`config.mk`:
```
export PLATFORM = sky130hd
export DESIGN_NAME = input_cmd_scheduler
export DESIGN_NICKNAME = d
export VERILOG_FILES = /design/src/rtl/input_cmd_scheduler.sv
export SDC_FILE = /design/constraint.sdc
export NUM_CORES = 1
export LEC_CHECK = 0
export ABC_AREA = 1
export BUFFER_PORTS_ARGS = -buffer_cell sky130_fd_sc_hd__buf_4
export CAP_MARGIN = 20
export CORE_MARGIN = 2
export CORE_UTILIZATION = 50
export CTS_BUF_LIST = sky130_fd_sc_hd__clkbuf_8 sky130_fd_sc_hd__clkbuf_16
export DETAILED_ROUTE_END_ITERATION = 10
export PLACE_DENSITY_LB_ADDON = 0.12
export SYNTH_ARGS = -nofsm -noshare
export SYNTH_HDL_FRONTEND = slang
export SYNTH_SLANG_ARGS = --single-unit
```
`constraint.sdc`:
```
create_clock -name clk_50 -period 4.47 [get_ports clk_50]
set_input_delay 0.447 -clock clk_50 [delete_from_list [all_inputs] [get_ports clk_50]]
set_output_delay 0.447 -clock clk_50 [all_outputs]
set_load 0.01 [all_outputs]
```
`src/rtl/input_cmd_scheduler.sv`:
```
// Button front end for the game logic: synchronise, debounce, auto-repeat, and
// round-robin arbitration of move requests onto a single valid/ready command stream.
module input_cmd_scheduler #(
    parameter int BTN_ACTIVE_LOW  = 1,
    parameter int DEBOUNCE_CYCLES = 500000,
    parameter int REPEAT_DELAY    = 15000000,
    parameter int REPEAT_RATE     = 5000000
) (
    input  logic       clk_50,
    input  logic       reset_n,
    input  logic       button_down,
    input  logic       button_rotate,
    input  logic       button_left,
    input  logic       button_right,
    input  logic       cmd_ready,
    output logic       cmd_valid,
    output logic [1:0] cmd_code,
    output logic [3:0] pressed
);

    localparam int DB_W    = $clog2(DEBOUNCE_CYCLES + 1);
    localparam int RPT_MAX = (REPEAT_DELAY > REPEAT_RATE) ? REPEAT_DELAY : REPEAT_RATE;
    localparam int RPT_W   = $clog2(RPT_MAX + 1);

    localparam logic [DB_W-1:0]  DB_LAST    = DB_W'(DEBOUNCE_CYCLES - 1);
    localparam logic [RPT_W-1:0] DELAY_LOAD = RPT_W'(REPEAT_DELAY - 1);
    localparam logic [RPT_W-1:0] RATE_LOAD  = RPT_W'(REPEAT_RATE - 1);
    localparam logic             RAW_IDLE   = (BTN_ACTIVE_LOW != 0);

    typedef enum logic [1:0] {
        RPT_IDLE,
        RPT_DELAY,
        RPT_REPEAT
    } rpt_state_t;

    logic [3:0] raw;
    logic [3:0] stable;
    logic [3:0] set_req;
    logic [3:0] pending;
    logic [3:0] pending_next;
    logic [3:0] grant_mask;
    logic [1:0] ptr;
    logic [1:0] grant_idx;
    logic [1:0] probe;
    logic       load;

    // Bit index doubles as the command code: 0 down, 1 rotate, 2 left, 3 right.
    assign raw     = {button_right, button_left, button_rotate, button_down};
    assign pressed = stable;

    genvar i;
    for (i = 0; i < 4; i++) begin : g_btn
        logic            sync_p0;
        logic            sync_p1;
        logic            level;
        logic            stable_lvl;
        logic            stable_dly;
        logic [DB_W-1:0] db_cnt;

        // Stage p0/p1: two-flop synchroniser, then debounce against the stable level.
        always_ff @(posedge clk_50 or negedge reset_n) begin
            if (!reset_n) begin
                sync_p0    <= RAW_IDLE;
                sync_p1    <= RAW_IDLE;
                stable_lvl <= 1'b0;
                stable_dly <= 1'b0;
                db_cnt     <= '0;
            end else begin
                sync_p0    <= raw[i];
                sync_p1    <= sync_p0;
                stable_dly <= stable_lvl;
                if (level != stable_lvl) begin
                    if (db_cnt == DB_LAST) begin
                        stable_lvl <= level;
                        db_cnt     <= '0;
                    end else begin
                        db_cnt <= db_cnt + 1'b1;
                    end
                end else begin
                    db_cnt <= '0;
                end
            end
        end

        assign level     = sync_p1 ^ RAW_IDLE;
        assign stable[i] = stable_lvl;

        if (i == 1) begin : g_no_rpt
            assign set_req[i] = stable_lvl & ~stable_dly;
        end else begin : g_rpt
            rpt_state_t       state;
            rpt_state_t       state_next;
            logic [RPT_W-1:0] cnt;
            logic [RPT_W-1:0] cnt_next;
            logic             fire;
            logic             press_edge;
            logic             release_edge;

            assign press_edge   = stable_lvl & ~stable_dly;
            assign release_edge = ~stable_lvl & stable_dly;

            always_ff @(posedge clk_50 or negedge reset_n) begin
                if (!reset_n) begin
                    state <= RPT_IDLE;
                    cnt   <= '0;
                end else begin
                    state <= state_next;
                    cnt   <= cnt_next;
                end
            end

            // Release has priority, so a repeat due on the release cycle is dropped.
            always_comb begin
                state_next = state;
                cnt_next   = cnt;
                fire       = 1'b0;
                if (release_edge) begin
                    state_next = RPT_IDLE;
                    cnt_next   = '0;
                end else begin
                    case (state)
                        RPT_IDLE: begin
                            if (press_edge) begin
                                state_next = RPT_DELAY;
                                cnt_next   = DELAY_LOAD;
                            end
                        end
                        RPT_DELAY, RPT_REPEAT: begin
                            if (cnt == '0) begin
                                state_next = RPT_REPEAT;
                                cnt_next   = RATE_LOAD;
                                fire       = 1'b1;
                            end else begin
                                cnt_next = cnt - 1'b1;
                            end
                        end
                        default: begin
                            state_next = RPT_IDLE;
                            cnt_next   = '0;
                        end
                    endcase
                end
            end

            assign set_req[i] = press_edge | fire;
        end
    end

    // Round-robin pick: scanning offsets high to low leaves the nearest pending bit.
    always_comb begin
        load      = (!cmd_valid || cmd_ready) && (|pending);
        grant_idx = ptr;
        probe     = ptr;
        for (int k = 3; k >= 0; k--) begin
            probe = ptr + 2'(k);
            if (pending[probe]) begin
                grant_idx = probe;
            end
        end
        grant_mask   = load ? (4'b0001 << grant_idx) : 4'b0000;
        pending_next = (pending & ~grant_mask) | set_req;
    end

    // Stage p2: pending latch and the output command register.
    always_ff @(posedge clk_50 or negedge reset_n) begin
        if (!reset_n) begin
            pending   <= '0;
            ptr       <= '0;
            cmd_valid <= 1'b0;
            cmd_code  <= '0;
        end else begin
            pending <= pending_next;
            if (load) begin
                cmd_valid <= 1'b1;
                cmd_code  <= grant_idx;
                ptr       <= grant_idx + 2'd1;
            end else if (cmd_valid && cmd_ready) begin
                cmd_valid <= 1'b0;
            end
        end
    end

endmodule

```
==> impl_metrics.csv <==
group,metric,value,unit
finish,multi_input_area,0.005484,sq mm
critical_path,r2r_cells,8,
timing,post-route-period-util,0.5784,
timing,layout_setup_ws,1.884,ns
timing,tightest_slew,0.9570,ns
synth,synth_area,0.01086,sq mm
placement,placedCellCount,1756,
clocking,htreeDepth,4,
clocking,cts_resized,0,
routing,drc,0,
timing,setup_viol,0,
finish,drive_above_1_share,0.07937,
routing,drtIter0Drc,569,
routing,postRouteAntennaNets,0,
floorplan,die_area,0.02292,sq mm
timing,slew_viol_final,0,
synth,ys_ff_latch,179,
critical_path,rrSetupSlack,1.88,ns
floorplan,die_h,151.4,microns
hold_path,holdCritPathClass,"primary input to asynchronous set/reset pin",
clocking,clock_path_buffers,2,
synth,syn_nets,1520,
run,max-cap-violations,0,
clocking,cts_tree,"done",
timing,setup_tns,0,ns
synth,synth_top_area_cell,"dfrtp_1",
floorplan,num_rows,53,
finish,seq_area,0.004489,sq mm
clocking,clk_pin_slew,0.07,ns
clocking,cts_hold_buf,0,
routing,wirelength,24.24,mm
timing,hold_viol,0,
global_route,overflow,0,
synth,synth_seq_area_share,0.4134,
synth,yosysWarningCount,0,
synth,avgSynthCellArea,7.318,sq um
power_and_ir_drop,p_per_area,307.1,mW/mm^2
synth,synth_top_area_share,0.3940,
finish,instances_no_fill,1787,
critical_path,cp.arrival,2.92,ns
routing,dr.pass1.iters,5,
critical_path,timing.rr.end,"g_btn[0].g_rpt.cnt[10]",
critical_path,critPathKind,"flop to flop",
critical_path,cp_max_fo,17,
floorplan,initial_utilization,0.5134,
synth,synthArstFlopShare,1.000,
routing,wire_per_inst,13.56,microns
synth,synth_cells,1484,
global_route,antenna_found_initial,0,
power_and_ir_drop,peakVddDrop,0.2373,mV
synth,synth_ff_type,"dfrtp_1",
synth,yosysMostFrequentCell,"nand2_1",
finish,syn_to_final_growth,8.756,%
critical_path,critPathLaunchType,"flop",
floorplan,pin_count,14,
placement,dp_slack,1.965,ns
finish,utilization,0.5583,
global_route,grt_pass1_vias,8938,
timing,skew,0.01816,ns
timing,period_needed,2.586,ns
critical_path,rr_startpoint,"g_btn[0].stable_lvl",
timing,max_slew_margin,0.3620,
power_and_ir_drop,p_leak,5.910,nW
routing,vias_per_cell,5.253,
timing,fmax,386.7,MHz
finish,antenna_cells,0,
outcome,status,"finished clean",
global_route,grt_usage,0.2253,
floorplan,die_w,151.4,microns
clocking,insertion_delay,0.43,ns
floorplan,core-area,0.02115,sq mm
synth,ys_top_cells_by_area,"dfrtp_1, nand2_1, inv_1, nor2_1, nand3_1",
critical_path,worst_setup_path_end_kind,"flop",
synth,ys_types,42,
placement,routabilityCongestion,0.9256,
routing,vias,9388,
global_route,grt_max_degree,117,
global_route,grt_pass1_wl,41.78,mm
clocking,cts_buffers,17,
synth,synthTopCellsByCount,"nand2_1, inv_1, nor2_1",
clocking,post-cts-setup-buffers,0,
synth,synth_edf_count,0,
clocking,clock-root-buffer,"clkbuf_16",
timing,whs,0.06307,ns
clocking,clkSinkCount,179,
placement,dpl.hpwl,17.68,mm
placement,port_buffers,13,
critical_path,worstPathRequired,4.81,ns
timing,rsz0062_at_grt,"false",
finish,fillCellCount,1947,
finish,nets,1536,
## worst max-delay path, stage by stage (launching register included)
cell and delay (ns):
dfrtp_1 0.43, inv_1 0.09, ha_1 0.29, nand2_1 0.48, inv_1 0.41, nor3_1 0.37, nand3_1 0.14, xor2_1 0.16
a21oi_1 0.11
## worst max path at each step
| stage | cells after the start | slack (ns) | endpoint | from |
|---|---|---|---|---|
| CTS | 8 | 1.96 | g_btn[0].g_rpt.cnt[10] | g_btn[0].stable_lvl |
| global placement | 8 | 2.03 | g_btn[0].g_rpt.cnt[10] | g_btn[0].stable_lvl |
| finish | 8 | 1.88 | g_btn[0].g_rpt.cnt[10] | g_btn[0].stable_lvl |
| detailed placement | 8 | 1.96 | g_btn[0].g_rpt.cnt[10] | g_btn[0].stable_lvl |
| global route | 8 | 1.68 | g_btn[0].g_rpt.cnt[10] | g_btn[0].stable_lvl |
| floorplan | 8 | 2.79 | g_btn[0].g_rpt.cnt[10] | g_btn[0].stable_lvl |
## flip-flops by register name (all words and copies together) (netlist names)
| name | flops |
|---|---|
| g_btn.g_rpt.cnt | 72 |
| pending | 4 |
| cmd_code | 2 |
| g_btn.sync_p0 | 4 |
| g_btn.sync_p1 | 4 |
| ptr | 2 |
| g_btn.stable_lvl | 4 |
| g_btn.g_rpt.state | 6 |
| g_btn.stable_dly | 4 |
| g_btn.db_cnt | 76 |
| cmd_valid | 1 |
## per-stage QoR
step                      cell area, sq um  total power [mW]
final                                11810             3.627
after detailed placement             11230             2.167
after floorplan                      10860             2.030
after CTS                            11810             3.672
after global routing                 11810             3.812
after global placement               11230             2.158
## cells in the final DEF, fill, tap and decap left out, drive strengths merged
cell,n
dfrtp,171
nand4,46
o22ai,1
or2,3
nand3b,4
clkbuf,21
o211ai,15
a21oi,38
inv,215
o21ai,65
a31o,1
bufinv,1
a31oi,5
o21bai,6
nor2b,2
xnor2,16
a21o,3
buf,15
xor2,39
nor2,217
nand3,132
nand2,381
dfstp,8
ha,29
a211oi,3
nor3b,5
clkinv,4
nor3,66
## cell type report
type | count | share of cell area
timing repair buffer | 16 | 0.01070
sequential | 179 | 0.3801
tap | 275 | 0.02913
multi-input combinational | 1077 | 0.4643
clock buffer | 20 | 0.03951
inverter | 209 | 0.06642
clock inverter | 11 | 0.009852
## per-layer routing
layer / GRT usage / part of all wire / up-vias
met1: 0.3054 / 0.47 / 4369
met2: 0.3781 / 0.47 / 193
met3: 0.03795 / 0.042 / 22
met5: 0 / 0 / -
li1: - / - / 4804
met4: 0.05327 / 0.013 / 0
## report_power, final
group | switching [mW] | internal, mW
registers | 0.0506 | 1.67
clock network | 0.674 | 0.826
logic | 0.275 | 0.132
## cells by family (layout without fill, tap and decap cells)
logic type | count (synthesis) | count (layout) | share of synthesized area
compound gates | 137 | 137 | 0.07039
flops | 179 | 179 | 0.4134
fa+ha+maj | 29 | 29 | 0.03341
buf+inv | 228 | 256 | 0.08168
simple gates | 856 | 856 | 0.3568
xor+xnor | 55 | 55 | 0.04435
No activity file was read; power rests on OpenSTA's default activity.
